<file path="src/rtl/int_divider_seq.sv">
// Sequential restoring integer divider, one quotient bit per clock.
// Unsigned by default; optional two's-complement mode divides magnitudes
// and applies the signs in a final fix-up cycle.
//
// state | meaning
// IDLE  | waiting for start, results held
// DIV   | shift/subtract, one quotient bit per edge
// FIX   | apply signs to quotient and remainder
// DONE  | done pulse, return to IDLE
module int_divider_seq #(
    parameter int WIDTH     = 8,
    parameter bit SIGNED_EN = 1'b1
) (
    input  logic             clk,
    input  logic             rst,
    input  logic             start,
    input  logic             signed_mode,
    input  logic [WIDTH-1:0] dividend,
    input  logic [WIDTH-1:0] divisor,
    output logic             busy,
    output logic             done,
    output logic [WIDTH-1:0] quotient,
    output logic [WIDTH-1:0] remainder,
    output logic             error
);

    localparam int CW = $clog2(WIDTH + 1);

    typedef enum logic [1:0] {IDLE, DIV, FIX, DONE} state_t;

    state_t           state;
    logic [WIDTH-1:0] x_reg;
    logic [WIDTH-1:0] y_reg;
    logic [WIDTH-1:0] r_reg;
    logic [CW-1:0]    counter;
    logic             sign_q;
    logic             sign_r;

    logic             signed_eff;
    logic             sd;
    logic             sv;
    logic [WIDTH-1:0] mag_dividend;
    logic [WIDTH-1:0] mag_divisor;
    logic [WIDTH:0]   r_shift;
    logic [WIDTH:0]   trial;

    // operand magnitudes; negating MIN gives 2^(WIDTH-1), which is correct as unsigned
    assign signed_eff   = SIGNED_EN && signed_mode;
    assign sd           = signed_eff & dividend[WIDTH-1];
    assign sv           = signed_eff & divisor[WIDTH-1];
    assign mag_dividend = sd ? -dividend : dividend;
    assign mag_divisor  = sv ? -divisor : divisor;

    // partial remainder shifted left with the next dividend bit, then trial subtract;
    // the extra top bit of trial acts as the borrow
    assign r_shift = {r_reg, x_reg[WIDTH-1]};
    assign trial   = r_shift - {1'b0, y_reg};

    // controller and datapath; all outputs are registered
    always_ff @(posedge clk) begin
        if (!rst) begin
            state     <= IDLE;
            busy      <= 1'b0;
            done      <= 1'b0;
            error     <= 1'b0;
            quotient  <= '0;
            remainder <= '0;
            counter   <= '0;
            x_reg     <= '0;
            y_reg     <= '0;
            r_reg     <= '0;
            sign_q    <= 1'b0;
            sign_r    <= 1'b0;
        end else begin
            case (state)
                IDLE: begin
                    if (start) begin
                        busy <= 1'b1;
                        if (divisor == '0) begin
                            quotient  <= '1;
                            remainder <= dividend;
                            error     <= 1'b1;
                            done      <= 1'b1;
                            state     <= DONE;
                        end else begin
                            error   <= 1'b0;
                            sign_q  <= sd ^ sv;
                            sign_r  <= sd;
                            x_reg   <= mag_dividend;
                            y_reg   <= mag_divisor;
                            r_reg   <= '0;
                            counter <= CW'(WIDTH);
                            state   <= DIV;
                        end
                    end
                end
                DIV: begin
                    if (!trial[WIDTH]) begin
                        r_reg <= trial[WIDTH-1:0];
                        x_reg <= {x_reg[WIDTH-2:0], 1'b1};
                    end else begin
                        r_reg <= r_shift[WIDTH-1:0];
                        x_reg <= {x_reg[WIDTH-2:0], 1'b0};
                    end
                    counter <= counter - CW'(1);
                    if (counter == CW'(1)) begin
                        state <= FIX;
                    end
                end
                FIX: begin
                    quotient  <= sign_q ? -x_reg : x_reg;
                    remainder <= sign_r ? -r_reg : r_reg;
                    done      <= 1'b1;
                    state     <= DONE;
                end
                DONE: begin
                    done  <= 1'b0;
                    busy  <= 1'b0;
                    state <= IDLE;
                end
                default: state <= IDLE;
            endcase
        end
    end

endmodule

</file>
<file path="config.mk">
export PLATFORM = sky130hd
export DESIGN_NAME = int_divider_seq
export DESIGN_NICKNAME = d
export VERILOG_FILES = /design/src/rtl/int_divider_seq.sv
export SDC_FILE = /design/constraint.sdc
export NUM_CORES = 1
export LEC_CHECK = 0
export ABC_AREA = 1
export CAP_MARGIN = 20
export CORE_ASPECT_RATIO = 1.2
export CORE_MARGIN = 8
export CORE_UTILIZATION = 51
export DETAILED_ROUTE_END_ITERATION = 10
export GPL_TIMING_DRIVEN = 0
export HOLD_SLACK_MARGIN = 0.06
export PLACE_DENSITY = 0.77
export SLEW_MARGIN = 20
export SYNTH_ARGS = -nofsm -noshare
export SYNTH_HDL_FRONTEND = slang
export SYNTH_SLANG_ARGS = --single-unit
export TNS_END_PERCENT = 5
</file>
<file path="constraint.sdc">
create_clock -name clk -period 1.9 [get_ports clk]
set_input_delay 0.19 -clock clk [delete_from_list [all_inputs] [get_ports clk]]
set_output_delay 0.19 -clock clk [all_outputs]
set_load 0.02 [all_outputs]
</file>
* Yosys cells after proc, flatten, opt, wreduce, memory -nomap -nowiden
Index checks and enable logic that the tools add are counted.
Storage, ports and cells: logic and storage cells 74, bits in writable memories 0, memory bits (read-only) 0, input bits 20, latch bits 0, memories 0, bits in registers 51
Operators by class: bitwise gates (word level) 4, reductions and logical operators 13, $lt $le $gt $ge 0, shift operators 0, divide/modulo/power cells 0, mux-type cells 31, multipliers 0, equal/unequal tests 8, add/sub/neg operators 6
Operator list (number):
- 8-bit 2-to-1 mux | 13
- 8-bit case mux with 2 select lines | 4
- 8-bit negator | 4
- 3-bit AND reduction | 4
- 9-bit by 8-bit subtractor with 9-bit output | 1
- 8-bit zero test | 1
- 4-bit 2-to-1 mux | 2
- 2-bit != test, second input constant | 4
- 2-bit case mux with 4 select lines | 1
- 4-bit case mux with 2 select lines | 1
- 2-bit 2-to-1 mux | 3
- 2-bit AND reduction | 3
- 2-bit nonzero test | 3
- 1-bit 2-to-1 mux | 5
- 2-bit == test, second input constant | 2
- 4-bit by 1-bit == test with 1-bit output, second input constant | 1
- 4-bit by 1-bit subtractor with 4-bit output, second input constant | 1
- 1-bit case mux with 3 select lines | 1
- 3-bit nonzero test | 1
- 1-bit AND | 2
- 2-bit by 1-bit == test with 1-bit output, second input constant | 1
- 2-bit zero test | 1
- 1-bit case mux with 2 select lines | 1
- 1-bit inverter | 1
- 1-bit XOR | 1

* Logic depth before layout (Yosys ltp)
Gate-level depths: netlist (run 1).
depth in word-level cells 5, gate-level depth with buffers 14, mapped depth without buffers 14

* Worst setup path before layout (run 1)
OpenSTA, ideal clock, no wires.
path kind reg2reg, start reg x_reg[7], end reg r_reg[7], path buffers 0, library setup time 0.135 ns, data required time 1.765 ns, arrival 1.785 ns, slack -0.020 ns, period minus slack after synthesis 1.920 ns, stages on the path, launching flop included 14, cells stage by stage dfxtp_1 -> inv_1 -> ha_1 -> fa_1 -> inv_1 -> nand2_1 -> nand2_1 -> nand3_1 -> nand2_1 -> nand2_4 -> nand2_4 -> nand2_1 -> nand3_1 -> a21oi_2
Between the ends: cells in the longest elaborated chain, start to end 3
RTL lines:
- from (decl) | line 32 | logic [WIDTH-1:0] x_reg;
- from (signal assigned) | line 89 | x_reg <= mag_dividend;
- from (signal assigned) | line 100 | x_reg <= {x_reg[WIDTH-2:0], 1'b1};
- from (signal assigned) | line 103 | x_reg <= {x_reg[WIDTH-2:0], 1'b0};
- 9-bit by 8-bit subtractor with 9-bit output | line 57 | assign trial = r_shift - {1'b0, y_reg};
- 8-bit 2-to-1 mux | line 98 | if (!trial[WIDTH]) begin
- 8-bit case mux with 2 select lines | line 75 | case (state)
- to (signal assigned) | line 99 | r_reg <= trial[WIDTH-1:0];
- to (signal assigned) | line 102 | r_reg <= r_shift[WIDTH-1:0];
- to (decl) | line 34 | logic [WIDTH-1:0] r_reg;
No other way between the ends. A chain may end at the register's enable or synchronous reset.

* Worst setup path after layout (run 1)
start reg x_reg[7], end reg r_reg[1]
Same word-level chain as after synthesis.

==> summary.txt, run 1 <==
Outcome
  – Status: complete, but fails checks
  – Failing checks: negative setup slack

Synthesis
  – Gate Count Post-Synth: 490
  – Register bit total from synthesis: 51
  – Seq/Total Area, Yosys: 0.3071
  – Synth Net Count: 529
  – Most common cell in the netlist: nand2_1
  – Asr flop ratio synth: 0
  – Largest area contributor in the netlist: dfxtp_1
  – Main flop type after synthesis: dfxtp_1
  – Yosys cell types: 36
  – Synth warnings: 0
  – Post-synth top cells: nand2_1 (97), inv_1 (75), dfxtp_1 (51), o21ai_0 (51), nand3_1 (46)
  – Synth Cell Area: 3324 um^2
  – Mean Syn Cell Area: 6.785 um^2
  – Synth top area cells: dfxtp_1 (31%), nand2_1 (11%), inv_1 (8.5%)
  – EDFF count, synth: 0
  – Synth top area share: 0.3071

Pwr
  – Tot Pwr: 5.792 mW
  – Power per Cell Area: 1408 nW/um^2
  – VDD IR-drop max: 0.8702 mV
  – P_leak: 1.761 nW

Finish
  – Share of layout cells above drive strength 1: 0.1176
  – Nets: 582
  – Diodes inserted: 0
  – FF/Latch Area: 1025 um^2
  – Final Core Density: 0.6460
  – Final Cell Area: 4113 um^2
  – Fillers: 563
  – Layout area overhead: 23.71%
  – Multi-input gate area: 2074 um^2

Worst setup path
  – Worst stage delay on the critical path: 0.37 ns
  – Crit path DAT: 2.10 ns
  – CP delay by family, top: simple AND/OR/NAND/NOR gates
  – CP endpoint kind: flip-flop
  – CP Launch Point: x_reg[7]$_SDFFE_PN0P_
  – Reg2reg end: r_reg[1]$_SDFFE_PN0P_
  – Worst-case reg-to-reg path depth: 13
  – WP buf/inv: 2
  – Worst Setup Start Kind: flip-flop
  – R2r setup slk: -0.03 ns
  – Critical path peak fanout: 7
  – Crit path required time: 2.07 ns
  – Crit path cell chain: inv_4 -> ha_4 -> fa_2 -> inv_2 -> nand2_2 -> nand2_4 -> nand3_4 -> nand2_4 -> nand2_8 -> nand2_8 -> nand2_1 -> nand3_1 -> a21oi_1
  – Slowest CP cell: dfxtp_2
  – Worst R2R Start: x_reg[7]$_SDFFE_PN0P_
  – WS Path Type: reg -> reg

Floorplanning
  – Row cnt: 32
  – Core area: 6366 um^2
  – IO Count: 39
  – Die ar.: 9368 um^2
  – Chip height: 104.4 um
  – Die width: 89.70 um
  – Initial core utilization: 0.5222

Clock tree
  – Clock sinks: 51
  – Cts hold-fix bufs: 0
  – CTS max path bufs: 2
  – CTS Buf Count: 5
  – H-Tree Level Count: 2
  – Clock slew at reported path FFs: 0.10 ns
  – CTS tree: built
  – CTS Root Cell: clkbuf_8
  – Clock insertion delay at the later pin of the skew report: 0.31 ns

Route
  – Vias/cell: 5.502
  – WL/cell: 14.82 um
  – Drt initial violations: 193
  – Total Wirelength: 9323 um
  – Detailed-route via count: 3461
  – Remaining antenna violation count: 0
  – Drt pass-1 iters: 5
  – Drc violations: 0

Timing
  – Max Clock Skew: 0.007814 ns
  – Setup ws final: -0.03075 ns
  – Setup TNS: -0.05849 ns
  – Period minus WS final: 1.931 ns
  – Slew @ Worst Pin: 0.6772 ns
  – RSZ-0062 raised after global routing: yes
  – Max Clk Rate: 0.5179 GHz
  – Final hold violations: 0
  – Slew headroom: 0.5486
  – Setup Viol. Count Final: 3
  – WHS: 0.3368 ns
  – Fin crit share: 1.016
  – Slew Viols, Final: 0

Hold path
  – Hold Path Origin: rst
  – Hold EP: quotient[6]$_SDFFE_PN0P_
  – Min-delay worst type: in -> reg
  – Worst Hold Depth: 3

Placement
  – IO buf count: 37
  – DP Wirelength: 6989 um
  – RePlAce Congestion: 0.9027
  – Area after DPL: 3816 um^2

Global route
  – GRT overflow: 0
  – Pin count of the biggest net entering global routing: 16
  – Initial antenna violation count: 0
  – Vias in the first global route: 3301
  – GRT Util Overall: 0.1940
  – First-pass GRT wire length: 15450 um

Flow run
  – Max-cap viol count: 0
==> stage by stage <==
| stage | setup WS (ns) | instances |
|---|---|---|
| finish | -0.03075 | 629 |
| detailed placement | -0.2235 | 612 |
| global route | -0.1174 | 629 |
| floorplan | 0.008046 | 490 |
| CTS | 0.01004 | 622 |
| global placement | -0.1905 | 612 |
==> what timing repair did <==
item	in CTS	in global routing
buffers inserted	2	5
cloned	0	2
pin swaps	2	11
gates resized for setup	9	25
setup endpoints to repair	9	27
==> tightest hold or removal path, cell delays in order <==
cell and delay [ns]:
clkbuf_1 0.22, o21ai_0 0.14, a31oi_1 0.05
==> kinds of logic (layout without fill, tap and decap cells) <==
family,count (synthesis),after routing,share of synthesized area
XOR/XNOR,17,17,0.04479
buffers and inverters,94,146,0.1159
AO/OA/AOI/OAI,117,117,0.1983
flip-flops,51,51,0.3071
adder cells (fa/ha/maj),19,19,0.07377
AND/OR/NAND/NOR,192,194,0.2601
==> layout by cell type, fill, tap and decap left out, types with 5 or more instances in the layout <==
| cell | instances |
|---|---|
| a21oi_1 | 36 |
| a21oi_2 | 5 |
| a31oi_1 | 13 |
| buf_4 | 6 |
| clkbuf_1 | 9 |
| clkbuf_8 | 5 |
| clkdlybuf4s50_1 | 37 |
| dfxtp_1 | 48 |
| ha_1 | 15 |
| inv_1 | 73 |
| nand2_1 | 90 |
| nand2_2 | 5 |
| nand2_4 | 5 |
| nand3_1 | 41 |
| nand3_2 | 7 |
| nand3b_1 | 5 |
| nor2_1 | 28 |
| o21ai_0 | 51 |
| xor2_1 | 15 |
==> worst max-delay path by stage <==
stage,cells after the start,to
final,13,r_reg[1]$_SDFFE_PN0P_
after global routing,12,r_reg[4]$_SDFFE_PN0P_
after floorplan,13,r_reg[7]$_SDFFE_PN0P_
after detailed placement,13,r_reg[6]$_SDFFE_PN0P_
after CTS,13,r_reg[6]$_SDFFE_PN0P_
after global placement,13,r_reg[7]$_SDFFE_PN0P_
==> report_power, final <==
group,internal (mW),leakage [nW],switching [mW]
Combinational,1.37,1.30,2.17
Sequential,1.37,0.418,0.248
Clock,0.259,0.0412,0.374
Total,3.00,1.76,2.79
==> layer usage <==
metal  up-vias  part of all wire  routed length, um  track usage
li1       1719                 -                  -            -
met1      1622              0.41               3850       0.2220
met2       103              0.52               4864       0.3535
met3        17             0.043                405      0.03032
met4         0             0.022                201      0.06424
met5         -                 0                  0            0
==> layout make-up <==
cell class	count	area share
tap	85	0.02586
sequential	51	0.2492
clock buffer	6	0.01765
timing repair buffer	44	0.1037
buffer	15	0.02160
clock inverter	2	0.003042
inverter	79	0.07454
multi-input combinational	347	0.5044
(Power assumes the default switching activity.)
==> run 2, diff against run 1 <==
CORE_MARGIN = default   (was 8)
==> run 2 against run 1 <==
Against the previous run: the flow still finishes with violations (negative setup slack); register-to-register slack hardly changed; sequential power hardly changed; power is 5.0% lower; final cell count is 1.4% lower; die area is 27% lower; cell area is 2.5% lower; clock skew is 0.0059 ns higher; critical path depth is 3 lower; global-route usage is 8.4 points higher; critical path type unchanged; critical endpoint is now r_reg[6]$_SDFFE_PN0P_; largest power group unchanged.
==> summary.txt, run 2 (same netlist as run 1, synthesis figures left out) <==
Clock tree
  – Clock sinks: 51 (unchanged)
  – CTS tree: built (unchanged)
  – CTS max path bufs: 2 (unchanged)
  – CTS Root Cell: clkbuf_8 (unchanged)
  – Cts hold-fix bufs: 0 (unchanged)
  – Clock slew at reported path FFs: 0.10 ns (about the same)
  – H-Tree Level Count: 2 (unchanged)
  – CTS Buf Count: 5 (unchanged)
  – Clock insertion delay at the later pin of the skew report: 0.30 ns (was 0.31 ns)

Timing
  – Setup TNS: -0.07167 ns (was -0.05849 ns)
  – Slew Viols, Final: 0 (unchanged)
  – Max Clk Rate: 0.5170 GHz (was 0.5179 GHz)
  – Period minus WS final: 1.934 ns (was 1.931 ns)
  – Final hold violations: 0 (unchanged)
  – Slew @ Worst Pin: 0.6474 ns (was 0.6772 ns)
  – RSZ-0062 raised after global routing: yes (unchanged)
  – Slew headroom: 0.5684 (was 0.5486)
  – Setup Viol. Count Final: 4 (was 3)
  – Fin crit share: 1.018 (was 1.016)
  – Max Clock Skew: 0.01375 ns (was 0.007814 ns)
  – WHS: 0.3129 ns (was 0.3368 ns)
  – Setup ws final: -0.03421 ns (was -0.03075 ns)

Route
  – Vias/cell: 5.511 (was 5.502)
  – Drt initial violations: 156 (was 193)
  – Drt pass-1 iters: 4 (was 5)
  – Drc violations: 0 (unchanged)
  – Detailed-route via count: 3417 (was 3461)
  – Remaining antenna violation count: 0 (unchanged)
  – WL/cell: 14.19 um (was 14.82 um)
  – Total Wirelength: 8800 um (was 9323 um)

Pwr
  – Power per Cell Area: 1372 nW/um^2 (was 1408 nW/um^2)
  – Tot Pwr: 5.504 mW (was 5.792 mW)
  – VDD IR-drop max: 0.7998 mV (was 0.8702 mV)
  – P_leak: 1.738 nW (was 1.761 nW)

Floorplanning
  – Row cnt: 31 (was 32)
  – Chip height: 90.44 um (was 104.4 um)
  – Die width: 75.70 um (was 89.70 um)
  – Die ar.: 6846 um^2 (was 9368 um^2)
  – IO Count: 39 (unchanged)
  – Core area: 6167 um^2 (was 6366 um^2)
  – Initial core utilization: 0.5391 (was 0.5222)

Worst setup path
  – CP endpoint kind: flip-flop (unchanged)
  – Slowest CP cell: dfxtp_1 (was dfxtp_2)
  – Crit path required time: 2.13 ns (was 2.07 ns)
  – CP delay by family, top: simple AND/OR/NAND/NOR gates (unchanged)
  – WS Path Type: reg -> reg (unchanged)
  – Critical path peak fanout: 9 (was 7)
  – Crit path DAT: 2.16 ns (was 2.10 ns)
  – Most used cell along the critical path: nand2_1
  – Worst Setup Start Kind: flip-flop (unchanged)
  – Worst stage delay on the critical path: 0.48 ns (was 0.37 ns)
  – Crit path cell chain: ha_1 -> nand2_1 -> nand2_1 -> a21oi_4 -> nand2_4 -> nand2_8 -> nand2_8 -> nand2_1 -> nand3_1 -> a21oi_1 (was inv_4 -> ha_4 -> fa_2 -> inv_2 -> nand2_2 -> nand2_4 -> nand3_4 -> nand2_4 -> nand2_8 -> nand2_8 -> nand2_1 -> nand3_1 -> a21oi_1)
  – WP buf/inv: 0 (was 2)

Finish
  – Most frequent cells in the layout: nand2_1 (95), inv_1 (74), o21ai_0 (51) (was nand2_1 (90), inv_1 (73), o21ai_0 (51))
  – Non-Filler Instances: 620 (was 629)
  – Share of layout cells above drive strength 1: 0.08922 (was 0.1176)
  – Layout area overhead: 20.66% (was 23.71%)
  – Commonest non-fill, non-tap cell in the layout: nand2_1 (unchanged)
  – Diodes inserted: 0 (unchanged)
  – Final Cell Area: 4011 um^2 (was 4113 um^2)
  – Nets: 577 (was 582)

Flow run
  – Max-cap viol count: 0 (unchanged)

Global route
  – Met3 Use GR: 0.04576 (was 0.03032)
  – GRT Util Overall: 0.2779 (was 0.1940)
  – Met1 GRT Util: 0.3350 (was 0.2220)
  – Met2 Resource Use GR: 0.4836 (was 0.3535)
  – Vias in the first global route: 3337 (was 3301)
  – Pin count of the biggest net entering global routing: 16 (unchanged)
  – GR peak layer: met2 (unchanged)
  – Initial antenna violation count: 0 (unchanged)
  – First-pass GRT wire length: 14830 um (was 15450 um)
  – GRT overflow: 0 (unchanged)

Placement
  – RePlAce Congestion: 0.9001 (was 0.9027)
  – Cell count after placement: 609 (was 612)
  – DP Wirelength: 6770 um (was 6989 um)
  – Area after DPL: 3812 um^2 (was 3816 um^2)
  – IO buf count: 37 (unchanged)

Outcome
  – Status: complete, but fails checks (unchanged)
  – Failing checks: negative setup slack (unchanged)

Hold path
  – Min-delay worst type: in -> reg (unchanged)
## run 2: worst register-to-register path, stage by stage, from the launching register on
cell	delay [ns]
dfxtp_1	0.48
ha_1	0.34
nand2_1	0.09
nand2_1	0.11
a21oi_4	0.26
nand2_4	0.11
nand2_8	0.11
nand2_8	0.07
nand2_1	0.08
nand3_1	0.06
a21oi_1	0.15
## run 2: worst paths after layout
check                                from                       end  slack [ns]  cells after the start
hold reg to reg   counter[3]$_SDFFE_PN0P_   counter[3]$_SDFFE_PN0P_        0.48                      2
hold / removal                        rst  quotient[6]$_SDFFE_PN0P_        0.31                      3
setup reg to reg    r_reg[4]$_SDFFE_PN0P_     r_reg[6]$_SDFFE_PN0P_       -0.03                     10
setup / recovery    r_reg[4]$_SDFFE_PN0P_     r_reg[6]$_SDFFE_PN0P_       -0.03                     10
## run 2: repair_timing
action	4_1_cts	5_1_grt
gates resized for setup	13	9
pin swaps	3	2
endpoints found under the setup margin	9	28
gates cloned	1	0
endpoints found under the hold margin	0	0
setup buffers	2	1
## run 2: per-layer routing
layer,vias to the layer above,routed length (um)
met3,23,384
met5,-,0
li1,1709,-
met4,0,220
met1,1600,3763
met2,85,4430
## run 2: area by class of cell
| class | instances | area (um^2) |
|---|---|---|
| well taps | 82 | 102.6 |
| multi-input cells | 346 | 2009 |
| fillers | 563 | 2156 |
| clock inverters | 2 | 13.76 |
| repair buffers | 40 | 392.9 |
| plain buffers | 15 | 91.34 |
| flip-flops and latches | 51 | 1026 |
| inverters | 79 | 306.5 |
| clock buffers | 5 | 68.82 |
## run 2: through the flow
stage / util / setup WS (ns)
final: 0.6504 / -0.03421
after global routing: 0.6504 / -0.1286
after CTS: 0.6456 / 0.01017
after detailed placement: 0.6182 / -0.2459
after global placement: 0.6182 / -0.1970
after floorplan: - / 0.008046
## run 2: report_power, final
part	switching [mW]	internal [mW]	total [mW]
logic	2.00	1.27	3.27
registers	0.241	1.38	1.62
clock network	0.359	0.253	0.612
total	2.60	2.90	5.50
